$ cat src/rtl/pb_defs.sv
// Shared definitions for the push-button debouncer: FSM state
// encoding, default timing parameters and a counter-width helper.
package pb_defs;

   typedef logic [1:0] state_t;

   localparam state_t IDLE         = 2'd0;
   localparam state_t PRESS_WAIT   = 2'd1;
   localparam state_t PRESSED      = 2'd2;
   localparam state_t RELEASE_WAIT = 2'd3;

   localparam int DEBOUNCE_CYCLES_DEF   = 4;
   localparam int LONG_PRESS_CYCLES_DEF = 10;

   // One spare bit so a counter can hold its terminal value safely.
   function automatic int cnt_width(input int n);
      return $clog2(n) + 1;
   endfunction

endpackage

$ cat src/rtl/sync_2ff.sv
// Two-flop synchronizer for an asynchronous single-bit board input.
// Ports: clk, rst (sync, active high), d (async in), q (synchronized out).
module sync_2ff (
   input  logic clk,
   input  logic rst,
   input  logic d,
   output logic q
);

   logic meta;

   always_ff @(posedge clk) begin
      if (rst) begin
         meta <= 1'b0;
         q    <= 1'b0;
      end else begin
         meta <= d;
         q    <= meta;
      end
   end

endmodule

$ cat src/rtl/pb_debounce_rx.sv
// Push-button debouncer with press/release/long-press strobes and LED toggle.
// Ports: clk, rst (sync, active high), btn_in (raw async button, 1 = pressed),
//        btn_level, press_pulse, release_pulse, long_press_pulse, led0.
module pb_debounce_rx
   import pb_defs::*;
#(
   parameter int DEBOUNCE_CYCLES   = DEBOUNCE_CYCLES_DEF,
   parameter int LONG_PRESS_CYCLES = LONG_PRESS_CYCLES_DEF
) (
   input  logic clk,
   input  logic rst,
   input  logic btn_in,
   output logic btn_level,
   output logic press_pulse,
   output logic release_pulse,
   output logic long_press_pulse,
   output logic led0
);

   localparam int DW = cnt_width(DEBOUNCE_CYCLES);
   localparam int HW = cnt_width(LONG_PRESS_CYCLES);
   localparam logic [DW-1:0] DB_LAST   = DW'(DEBOUNCE_CYCLES - 1);
   localparam logic [HW-1:0] HOLD_MAX  = HW'(LONG_PRESS_CYCLES);
   localparam logic [HW-1:0] HOLD_LAST = HW'(LONG_PRESS_CYCLES - 1);

   logic          btn_sync;
   state_t        state;
   state_t        state_nxt;
   logic [DW-1:0] db_cnt;
   logic [HW-1:0] hold_cnt;
   logic          holding;
   logic          level_nxt;
   logic          press_nxt;
   logic          release_nxt;
   logic          long_nxt;

   sync_2ff u_sync (
      .clk (clk),
      .rst (rst),
      .d   (btn_in),
      .q   (btn_sync)
   );

   always_ff @(posedge clk) begin
      if (rst) state <= IDLE;
      else     state <= state_nxt;
   end

   // The sample that leaves IDLE/PRESSED is not counted; the wait
   // states count DEBOUNCE_CYCLES further agreeing samples.
   always_comb begin
      state_nxt = state;
      case (state)
         IDLE: begin
            if (btn_sync) state_nxt = PRESS_WAIT;
         end
         PRESS_WAIT: begin
            if (!btn_sync)             state_nxt = IDLE;
            else if (db_cnt == DB_LAST) state_nxt = PRESSED;
         end
         PRESSED: begin
            if (!btn_sync) state_nxt = RELEASE_WAIT;
         end
         RELEASE_WAIT: begin
            if (btn_sync)              state_nxt = PRESSED;
            else if (db_cnt == DB_LAST) state_nxt = IDLE;
         end
         default: state_nxt = IDLE;
      endcase
   end

   assign holding = (state == PRESSED) || (state == RELEASE_WAIT);

   always_comb begin
      level_nxt   = (state_nxt == PRESSED) || (state_nxt == RELEASE_WAIT);
      press_nxt   = (state == PRESS_WAIT) && (state_nxt == PRESSED);
      release_nxt = (state == RELEASE_WAIT) && (state_nxt == IDLE);
      long_nxt    = holding && (hold_cnt == HOLD_LAST);
   end

   // Counting only while staying in a wait state bounds db_cnt at DB_LAST.
   always_ff @(posedge clk) begin
      if (rst) begin
         db_cnt <= '0;
      end else if ((state_nxt == state) &&
                   ((state == PRESS_WAIT) || (state == RELEASE_WAIT))) begin
         db_cnt <= db_cnt + DW'(1);
      end else begin
         db_cnt <= '0;
      end
   end

   // Release bounces keep the hold count running, so a long press
   // still fires once even if the button chatters.
   always_ff @(posedge clk) begin
      if (rst) begin
         hold_cnt <= '0;
      end else if (press_nxt || (state == IDLE)) begin
         hold_cnt <= '0;
      end else if (holding && (hold_cnt != HOLD_MAX)) begin
         hold_cnt <= hold_cnt + HW'(1);
      end
   end

   always_ff @(posedge clk) begin
      if (rst) begin
         btn_level        <= 1'b0;
         press_pulse      <= 1'b0;
         release_pulse    <= 1'b0;
         long_press_pulse <= 1'b0;
         led0             <= 1'b0;
      end else begin
         btn_level        <= level_nxt;
         press_pulse      <= press_nxt;
         release_pulse    <= release_nxt;
         long_press_pulse <= long_nxt;
         led0             <= led0 ^ press_nxt;
      end
   end

endmodule

$ cat config.mk
export PLATFORM = sky130hd
export DESIGN_NAME = pb_debounce_rx
export DESIGN_NICKNAME = d
export VERILOG_FILES = /design/src/rtl/pb_defs.sv /design/src/rtl/sync_2ff.sv /design/src/rtl/pb_debounce_rx.sv
export SDC_FILE = /design/constraint.sdc
export NUM_CORES = 1
export LEC_CHECK = 0
export CORE_UTILIZATION = 46
export CTS_CLUSTER_DIAMETER = 50
export DETAILED_ROUTE_END_ITERATION = 10
export PLACE_DENSITY = 0.74
export RECOVER_POWER = 100
export SYNTH_ARGS = -nofsm -noshare
export SYNTH_HDL_FRONTEND = slang
export SYNTH_HIERARCHICAL = 1
export SYNTH_SLANG_ARGS = --single-unit
$ cat constraint.sdc
create_clock -name clk -period 1.3 [get_ports clk]
set_clock_uncertainty 0.15 [all_clocks]
set_input_delay 0.13 -clock clk [delete_from_list [all_inputs] [get_ports clk]]
set_output_delay 0.13 -clock clk [all_outputs]
set_load 0.01 [all_outputs]
== Word level (Yosys, flattened, before mapping) ==
Index checks and enable logic that the tools add are counted.
Widths: inputs -> output; s select.

* Multiply operators: 0
* Divide/modulo/power cells: 0
* Add/subtract/negate cells: 2
* Reductions and logical operators: 13
* Shifts and indexed selects: 0
* Eq/ne operators: 9
* $lt $le $gt $ge: 0
* Muxes and demuxes: 7
* Bitwise operators: 2

{| class="wikitable"
|+ Operator list
! operator !! count
|-
| $mux 2 || 6
|-
| $eq 2x2->1 const B || 4
|-
| $pmux 2 s4 || 1
|-
| $add 5x1->5 const B || 1
|-
| $eq 5x4->1 const B || 1
|-
| $logic_and 1x1->1 || 5
|-
| $ne 5x4->1 const B || 1
|-
| $logic_not 2->1 || 2
|-
| $logic_or 1x1->1 || 4
|-
| $reduce_or 2->1 || 2
|-
| $add 3x1->3 const B || 1
|-
| $eq 3x2->1 const B || 1
|-
| $eq 2x1->1 const B || 1
|-
| $eq 2x2->1 || 1
|-
| $not 1->1 || 1
|-
| $xor 1x1->1 || 1
|}

* Memories kept: 0
* Memory bits (read-only): 0
* Memory bits (writable): 0
* Latch bits: 0
* Register bits: 17
* Input port bits: 3
* Word-level logic and storage cells: 43

== Depth between registers and ports, before layout ==
* Depth in word-level cells: 8
* Mapped depth: 5
* Gate-level depth less buffers: 5

== Cells and area by module ==
Netlist, hierarchy kept.

{| class="wikitable"
|+ By module, submodules not included
! module !! area an instance (µm²) !! cells an instance !! times used !! seq. area each (µm²)
|-
| pb_debounce_rx || 619.3 || 63 || 1 || 280.3
|-
| sync_2ff || 52.6 || 4 || 1 || 40.0
|}

== Least setup slack after synthesis ==
No wires, ideal clock.

* Kind: register -> register
* Start point: register db_cnt[0]
* End point: register hold_cnt[1]
* Stages on the path, launching flop included: 6
* Path slack: -0.176 ns
* Data arrival time: 1.235 ns
* Library setup time: 0.091 ns
* Buffers on the path: 0
* Path through: dfxtp_1 > ha_1 > ha_1 > a21boi_0 > o21bai_1 > a311oi_1

* Word-level cells in the longest chain between the ends: 8
* Elaborated cells on any way between the ends: 10
* Classes of those cells: eq/ne: 2; mux: 5; reduce/logical: 3

{| class="wikitable"
|+ RTL lines
! element !! line !! text
|-
| from (decl) || pb_debounce_rx.sv:29 || <nowiki>logic [DW-1:0] db_cnt;</nowiki>
|-
| from (signal assigned) || pb_debounce_rx.sv:87 || <nowiki>db_cnt <= db_cnt + DW'(1);</nowiki>
|-
| $eq 3x2->1 * || pb_debounce_rx.sv:59, pb_debounce_rx.sv:66 ||
|-
| $mux 2, on equally long branches || pb_debounce_rx.sv:66, pb_debounce_rx.sv:59 ||
|-
| $mux 2, on equally long branches || pb_debounce_rx.sv:65, pb_debounce_rx.sv:58 ||
|-
| $pmux 2 s4 * || pb_debounce_rx.sv:53 || <nowiki>case (state)</nowiki>
|-
| $eq 2x2->1 * || pb_debounce_rx.sv:76 || <nowiki>press_nxt = (state == PRESS_WAIT) && (state_nxt == PRESSED);</nowiki>
|-
| $logic_and 1x1->1 * || pb_debounce_rx.sv:76 ||
|-
| $logic_or 1x1->1 * || pb_debounce_rx.sv:98 || <nowiki>end else if (press_nxt || (state == IDLE)) begin</nowiki>
|-
| $reduce_or 2->1 (no source line) * || - ||
|-
| to (signal assigned) || pb_debounce_rx.sv:101 || <nowiki>hold_cnt <= hold_cnt + HW'(1);</nowiki>
|-
| to (decl) || pb_debounce_rx.sv:30 || <nowiki>logic [HW-1:0] hold_cnt;</nowiki>
|}

Mark *: on every way between the ends. The rest lies on a longest branch, timed or not.
A chain may end at the register's enable or synchronous reset.

== Worst setup path after layout ==
* Start point: register db_cnt[0]
* End point: register db_cnt[1]

* Word-level cells in the longest chain between the ends: 8
* Elaborated cells on any way between the ends: 11
* Classes of those cells: add/sub: 1; eq/ne: 2; mux: 5; bitwise: 1; reduce/logical: 2

{| class="wikitable"
|+ RTL lines
! element !! line !! text
|-
| $eq 3x2->1 || pb_debounce_rx.sv:59, pb_debounce_rx.sv:66 ||
|-
| $mux 2, on equally long branches || pb_debounce_rx.sv:66, pb_debounce_rx.sv:59 ||
|-
| $mux 2, on equally long branches || pb_debounce_rx.sv:65, pb_debounce_rx.sv:58 ||
|-
| $pmux 2 s4 || pb_debounce_rx.sv:53 ||
|-
| $eq 2x2->1 || pb_debounce_rx.sv:85 || <nowiki>end else if ((state_nxt == state) &&</nowiki>
|-
| $logic_and 1x1->1 || pb_debounce_rx.sv:85 ||
|-
| $not 1->1 (no source line) || - ||
|-
| $reduce_or 2->1 (no source line) || - ||
|}

Parallel ways exist; a longest one is shown, timed or not.

==> metrics.md <==
| Metric | Value |
|---|---|
| Std-Cell Rows | `13` |
| Failing checks | `negative setup slack` |
| Clock Pin Slew Worst Setup and Hold Paths | `90 ps` |
| Initial antenna violation count | `0` |
| Pwr dens | `857 nW/um^2` |
| Antenna cells | `0` |
| Fin crit share | `108%` |
| Syn-to-layout area delta | `49.3%` |
| Wirelength, routed | `1.44 mm` |
| Area leader, netlist | `dfxtp_1` |
| Warnings from Yosys | `6` |
| CTS tree | `yes` |
| Setup WS post-layout | `-99.5 ps` |
| Period minus WS final | `1400 ps` |
| Dominant synthesized flop cell | `dfxtp_1` |
| Initial DRT Pass Iterations | `2` |
| Final hold violations | `0` |
| R2R depth | `4` |
| Final #Nets | `101` |
| Fillers | `109` |
| Iter 0 DRT Violations | `1` |
| Area contributors post-synth | `dfxtp_1 (48%), ha_1 (9.3%), nand4bb_4 (4.1%)` |
| Max Root-Sink Buffers | `2` |
| Clock Latency Late Sink | `300 ps` |
| WL per Instance | `13.4 um` |
| All-Layer GR Usage | `21.1%` |
| Max Cap Violations | `0` |
| Vias in the first global route | `488` |
| Reg-to-reg endpoint | `db_cnt[1]` |
| Final hold slack | `230 ps` |
| Post-Syn Area | `672 um^2` |
| Max Clk Rate | `715 MHz` |
| Worst R2R Setup Slack | `-100 ps` |
| Crit path capture type | `flop` |
| Most common cell in the netlist | `dfxtp_1` |
| Share of post-route cells with drive strength above 1 | `41.3%` |
| Arr. time, crit path | `1490 ps` |
| Worst R2R Start | `db_cnt[0]` |
| HP Class | `in -> reg` |
| Cts-stage hold buffer count | `0` |
| Post-route DRC | `0` |
| Hold path depth | `2` |
| Routed Antenna Nets | `0` |
| Number of enable flip-flop cells after synthesis | `0` |
| Slew HR | `80.4%` |
| Top cell type's share of synthesized area | `47.7%` |
| Clock Sinks | `16` |
| H-tree Lvls | `1` |
| DP HPWL | `926 um` |
| Initial Util | `50.4%` |
| FF+latch count, synth | `16` |
| Slew Viols, Final | `0` |
| Worst IR Drop VDD | `850 uV` |
| Asr flop ratio synth | `0%` |
| Crit path launch type | `flop` |
| Root buf cell | `clkbuf_4` |
| Status | `finished, violations left` |
| Core area | `1330 um^2` |
| Post-synthesis sequential area ratio | `47.7%` |
| Via count | `551` |
| CP Capture Point | `db_cnt[1]` |
| Crit path from | `db_cnt[0]` |
| Syn avg cell area | `10.0 um^2` |
| Critical path class | `reg -> reg` |
| Leak | `0.385 nW` |
| TritonCTS Buffers | `3` |
| Largest net degree at the start of global routing | `10` |
| Ports | `8` |
| Finished Layout Cells | `107` |
| Vias per cell | `5.15` |
| CP Data Required Time | `1390 ps` |
| IO Port Bufs | `7` |
| Library cells used by synthesis | `26` |
| Net count after synthesis | `75` |
| Crit-path max FO | `6` |
| Grt total ovfl | `0` |
| Syn Inst Count | `67` |
| Tot Pwr | `860 uW` |
| Worst slew pin tran | `294 ps` |
| Count of final setup violators | `8` |
| First-pass GRT wire length | `2.07 mm` |
| Post-synth top cells | `dfxtp_1 (16), nor2_1 (6), ha_1 (5), inv_1 (5), nand2_1 (5)` |
| RD Place Congestion | `0.735` |
| RSZ-0062 raised after global routing | `yes` |
| Die Width | `40.2 um` |
| Die Y | `40.2 um` |
| Die area | `1620 um^2` |
| Placed cells | `98` |
==> state kept, by name, summed over array words and instances (netlist names) <==
register          flops
press_pulse           1
state                 2
led0                  1
u_sync/q              1
db_cnt                3
hold_cnt              5
u_sync/meta           1
release_pulse         1
long_press_pulse      1
==> layer usage <==
layer	global-route usage, %	share of wire (%)	routed length (um)	vias up
li1	-	-	-	278
met4	15.0	3.3	47	0
met5	0	0	0	-
met1	21.3	39	559	258
met3	8.33	3.4	49	5
met2	35.1	54	783	10
==> stage by stage <==
stage                     TNS (ps)  utilization, %  setup WS (ps)  cell area, um^2
after global routing         -1060            75.2           -132             1000
after global placement        -481            66.2          -95.8              883
after CTS                     -539            72.2          -93.6              963
final                         -652            75.2          -99.5             1000
after detailed placement      -683            66.2           -126              883
after floorplan              -57.0               -          -21.0              724
==> worst min path at each step <==
| stage | slack [ps] | from | end |
|---|---|---|---|
| finish | 230 | btn_in | u_sync/meta |
| global route | 220 | btn_in | u_sync/meta |
| CTS | 230 | btn_in | u_sync/meta |
| detailed placement | 270 | db_cnt[0] | db_cnt[0] |
| global placement | 260 | db_cnt[0] | db_cnt[0] |
| floorplan | 50 | rst | hold_cnt[0] |
==> worst max-delay path, cell delays in order, from the launching register on <==
cell	delay, ps
dfxtp_2	350
ha_4	160
ha_4	180
or3_4	410
nor2_2	90
==> kinds of logic (layout without fill, tap and decap cells) <==
group	Yosys count	in the layout	synth area share [%]
adders and majority gates	5	5	9.31
and+or+nand+nor	27	27	25.3
AOI/OAI and AO/OA	9	9	8.94
DFF	16	16	47.7
xor gates and xnor gates	4	4	5.22
buffers and inverters	6	31	3.54
==> report_power, final <==
part           internal, mW  switching, mW  leakage, nW
Clock                 0.171          0.167       0.0210
Combinational        0.0161        0.00996        0.233
Sequential            0.491        0.00451        0.132
Total                 0.679          0.181        0.385
==> final cells by class <==
class,instances,area [um^2],area share (%)
multi-input cells,45,425,42.4
clock buffers,4,36.3,3.62
well taps,15,18.8,1.87
flip-flops and latches,16,328,32.7
inverters,5,18.8,1.87
repair buffers,22,176,17.6
==> what timing repair did <==
action / in CTS / in global routing
setup buffers: 4 / 1
gates resized for setup: 10 / 12
pin swaps: 10 / 4
endpoints found under the setup margin: 13 / 11
==> cells in the final DEF, fill, tap and decap left out, drive strengths merged, types with 3 or more instances in the layout <==
cell type and n:
dfxtp 16, buf 12, clkbuf 7, nor2 6, dlygate4sd2 5, inv 5
nand2 5, a21oi 5, ha 5, xor2 3
(Power assumes the default switching activity.)
